## src/rtl/fetch_unit.sv

```systemverilog
// Instruction-fetch stage: owns the PC, drives the instruction port of a
// 1-cycle-latency memory and hands {instr, pc} to decode over valid/ready.
module fetch_unit #(
  parameter logic [31:0] RESET_ADDR = 32'h0000_0000,
  parameter int          CNT_WIDTH  = 32
) (
  input  logic                 clk,
  input  logic                 reset,
  output logic                 imem_en,
  output logic [31:0]          imem_addr,
  input  logic [31:0]          imem_data,
  input  logic                 redirect_valid,
  input  logic [31:0]          redirect_pc,
  output logic                 out_valid,
  input  logic                 out_ready,
  output logic [31:0]          out_instr,
  output logic [31:0]          out_pc,
  output logic [CNT_WIDTH-1:0] fetch_count
);

  logic [31:0]          pc_q;
  logic [31:0]          out_pc_q;
  logic                 valid_q;
  logic [CNT_WIDTH-1:0] cnt_q;
  logic                 advance;
  logic                 transfer;

  // A redirect wins over a stall; the presented word is squashed in that cycle.
  always_comb begin
    advance     = ~reset & (redirect_valid | ~valid_q | out_ready);
    imem_en     = advance;
    imem_addr   = redirect_valid ? {redirect_pc[31:2], 2'b00} : pc_q;
    out_valid   = valid_q & ~redirect_valid;
    transfer    = out_valid & out_ready;
    out_instr   = imem_data;
    out_pc      = out_pc_q;
    fetch_count = cnt_q;
  end

  // When stalled everything holds, and imem_en=0 keeps imem_data stable too.
  always_ff @(posedge clk or posedge reset) begin
    if (reset) begin
      pc_q     <= {RESET_ADDR[31:2], 2'b00};
      out_pc_q <= 32'h0;
      valid_q  <= 1'b0;
      cnt_q    <= '0;
    end else begin
      if (advance) begin
        out_pc_q <= imem_addr;
        pc_q     <= imem_addr + 32'd4;
        valid_q  <= 1'b1;
      end
      if (transfer) begin
        cnt_q <= cnt_q + CNT_WIDTH'(1);
      end
    end
  end

endmodule

```

## config.mk

```make
export PLATFORM = sky130hd
export DESIGN_NAME = fetch_unit
export DESIGN_NICKNAME = d
export VERILOG_FILES = /design/src/rtl/fetch_unit.sv
export SDC_FILE = /design/constraint.sdc
export NUM_CORES = 1
export LEC_CHECK = 0
export CORE_MARGIN = 5
export CORE_UTILIZATION = 40
export DETAILED_ROUTE_END_ITERATION = 6
export GPL_TIMING_DRIVEN = 1
export PLACE_DENSITY_LB_ADDON = 0.05
export SYNTH_ARGS = -nofsm -noshare
export SYNTH_HDL_FRONTEND = slang
export SYNTH_SLANG_ARGS = --single-unit
export TNS_END_PERCENT = 100
```

## constraint.sdc

```tcl
create_clock -name clk -period 3.78 [get_ports clk]
set_input_delay 0.378 -clock clk [delete_from_list [all_inputs] [get_ports clk]]
set_output_delay 0.378 -clock clk [all_outputs]
set_load 0.01 [all_outputs]
```

==> flow_metrics.py <==
metrics = {
    "clocking": {
        "root_buffer": "clkbuf_16",
        "cts_sinks": 95,
        "postCtsSetupBuffers": 0,
        "cts_tree": "built",
        "cts_resized": 0,
        "htree_num_levels": 3,
        "cts_hold_buf": 0,
        "cts.path.max_buffers": 2,
        "clk_pin_slew_ps": 60,
        "cts_buffers": 9,
        "clock_latency_ps": 350,
    },
    "yosys": {
        "synth_edf_count": 0,
        "syn_inst": 567,
        "yosys_most_used_dff": "dfrtp_1",
        "synth_largest_area_cell": "dfrtp_1",
        "syn_avg_cell_area_um2": 9.28,
        "yosys-top-cells-area": "dfrtp_1 (45%), nand2_1 (7.0%), xnor2_1 (5.2%)",
        "yosysWarnings": 0,
        "synthArstFlopShare_pct": 100,
        "yosysSeqAreaShare_pct": 45.2,
        "syn-cell-area_mm2": 0.00526,
        "synth_cell_types": 53,
        "ys_ff_latch": 95,
        "synthesis.nets": 637,
        "synth_top_area_share_pct": 45.2,
    },
    "final_layout": {
        "synthToLayoutAreaGrowth_pct": 28.7,
        "antennaDiodeCount": 0,
        "ff_latch_area_mm2": 0.00238,
        "drive_gt1_share_pct": 5.85,
        "fill_cells": 1224,
        "multi_input_area_mm2": 0.00240,
        "num-nets-final": 733,
    },
    "die": {
        "initial_core_util_pct": 40.2,
        "io_pins": 198,
        "core-area_mm2": 0.0131,
        "die_y_um": 125,
        "dieArea_mm2": 0.0155,
        "rows": 42,
        "die_w_um": 125,
    },
    "power_and_ir_drop": {
        "p_comb_share_pct": 26.6,
        "swShare_pct": 30.5,
        "p_per_area_mw_per_mm2": 427,
        "p_seq_share_pct": 44.2,
        "power_switching_uw": 882,
        "peakVddDrop_mv": 0.223,
        "cellInternalPower_uw": 2010,
        "leakage_uw": 0.00297,
        "clockPowerShare_pct": 29.2,
    },
    "worst_setup_path": {
        "crit_chain": "buf_2, buf_4, nor2b_1, a21o_2, inv_1, clkdlybuf4s50_1",
        "slowest_delay_ps": 610,
        "worstPathMaxFanout": 37,
        "end_kind": "output port",
        "critPathLaunchType": "input port",
        "critPathArrivalTime_ps": 2410,
        "crit_type": "in2out",
        "required_ps": 3400,
        "slowest_stage": "a21o_2",
    },
    "drt": {
        "drt_first_pass_iters": 4,
        "via_per_inst": 5.26,
        "drt_wl_total_um": 14400,
        "drc": 0,
        "post_drt_wl_per_cell_um": 17.1,
        "num_vias": 4435,
        "first_iter_violations": 313,
        "ant_nets": 0,
    },
    "grt": {
        "grt_max_degree": 61,
        "grt_pass1_wl_um": 23300,
        "grt_pass1_vias": 4495,
        "antenna_found_initial": 0,
        "track_usage_pct": 18.4,
        "grt_overflow_total": 0,
    },
    "timing": {
        "max_slew.worst_pin.slew_ps": 785,
        "setup_viol": 0,
        "setup_tns_ps": 0,
        "slew_viol_final": 0,
        "setup_ws_ps": 992,
        "hold_viol": 0,
        "clock_skew_ps": 4.49,
        "max-slew-margin-rel_pct": 47.7,
        "min_period_ps": 2790,
        "fmax_mhz": 359,
        "fin_crit_sh_pct": 73.8,
        "rsz0062_at_grt": "no",
    },
    "place": {
        "dpl_worst_slack_ps": 875,
        "gp_congestion": 0.861,
        "dp_hpwl_um": 10600,
        "numPortBuffers": 131,
    },
    "min_path": {
        "hp-class": "reg2reg",
    },
    "run": {
        "cap_violations": 0,
    },
    "run_status": {
        "outcome": "finished clean",
    },
}
## worst paths after layout
kind,to,slack (ps),cells past startpoint,from
max in group asynchronous,out_pc[24]$_DFFE_PP0P_,2150,3,reset
min in group asynchronous,fetch_count[0]$_DFFE_PP0P_,590,2,reset
worst min-delay path,pc_q[27]$_DFFE_PP0P_,470,2,pc_q[27]$_DFFE_PP0P_
worst max-delay path,imem_en,990,6,redirect_valid
worst min register to register,pc_q[27]$_DFFE_PP0P_,470,2,pc_q[27]$_DFFE_PP0P_
worst max register to register,pc_q[28]$_DFFE_PP0P_,1330,7,pc_q[2]$_DFFE_PP0P_
## metrics by stage
stage | instance area, um2 | util (%) | power (uW) | hold WS (ps) | instances
floorplan | 5260 | - | 1690 | 441 | 567
global placement | 6500 | 49.7 | 2060 | 458 | 828
detailed placement | 6500 | 49.7 | 2070 | 464 | 828
CTS | 6770 | 51.7 | 2930 | 479 | 843
global route | 6770 | 51.7 | 3050 | 504 | 843
finish | 6770 | 51.7 | 2890 | 469 | 843
## worst max-delay path, delay by kind of cell
family	cells	cell delay [ps]
compound gates	1	610
simple gates	1	280
buf+inv	4	1120
## layer usage
| metal | track usage (%) | wire length, um | vias up |
|---|---|---|---|
| li1 | - | - | 2118 |
| met1 | 22.7 | 6270 | 2137 |
| met5 | 0 | 0 | - |
| met3 | 6.09 | 1030 | 43 |
| met2 | 29.9 | 6670 | 137 |
| met4 | 7.16 | 428 | 0 |
## layout by cell type, fill, tap and decap left out, types with 6 or more instances in the layout
cell type and count:
mux2_2 9, xor2_1 15, nand2_1 98, nand3b_1 7, nand3_1 34, buf_4 8
a21oi_1 7, xnor2_1 31, mux2i_1 20, and3_1 6, inv_1 29, nand4_1 21
dfrtp_1 95, and2_1 6, nor2_1 22, nor3_1 7, o21ai_0 37, clkbuf_16 9
clkdlybuf4s50_1 130
## logic make-up (layout without fill, tap and decap cells)
logic type | count (synthesis) | after routing | share of synthesized area, %
flops | 95 | 95 | 45.2
fa+ha+maj | 2 | 2 | 0.476
xor+xnor | 46 | 46 | 7.66
compound gates | 80 | 80 | 10.1
mux | 29 | 29 | 5.73
buf+inv | 85 | 185 | 9.13
simple gates | 230 | 230 | 21.8
## state kept, by name, indices dropped and copies added, names as in the netlist
| name | cells |
|---|---|
| pc_q | 32 |
| valid_q | 1 |
| out_pc | 30 |
| fetch_count | 32 |
## cell usage after synthesis, drive strengths merged (2+ instances only)
master / n
and3: 6
clkbuf: 8
nand3: 34
a221oi: 2
o21a: 4
nand4b: 4
or3: 3
nor2: 22
nand2: 98
buf: 47
a22oi: 3
o31ai: 5
or4: 4
and2: 6
nor3: 7
a21o: 5
a211oi: 4
o211ai: 4
and4: 5
ha: 2
xor2: 15
mux2i: 20
nand3b: 8
xnor2: 31
nand4: 21
nor2b: 5
a21oi: 7
dfrtp: 95
nor4: 2
inv: 30
o21ai: 37
mux2: 9
## cell type report
type	instances	share of cell area (%)
multi-input combinational	387	35.5
sequential	95	35.1
timing repair buffer	140	20.5
clock buffer	11	3.59
tap	176	3.25
inverter	30	1.70
clock inverter	4	0.333
## power groups by stage
stage	combinational, uW	clock, uW	sequential, uW
detailed placement	780	0	1290
finish	769	844	1280
global route	845	909	1300
CTS	784	875	1280
global placement	769	0	1290
floorplan	378	0	1310
No activity file was read; power rests on OpenSTA's default activity.
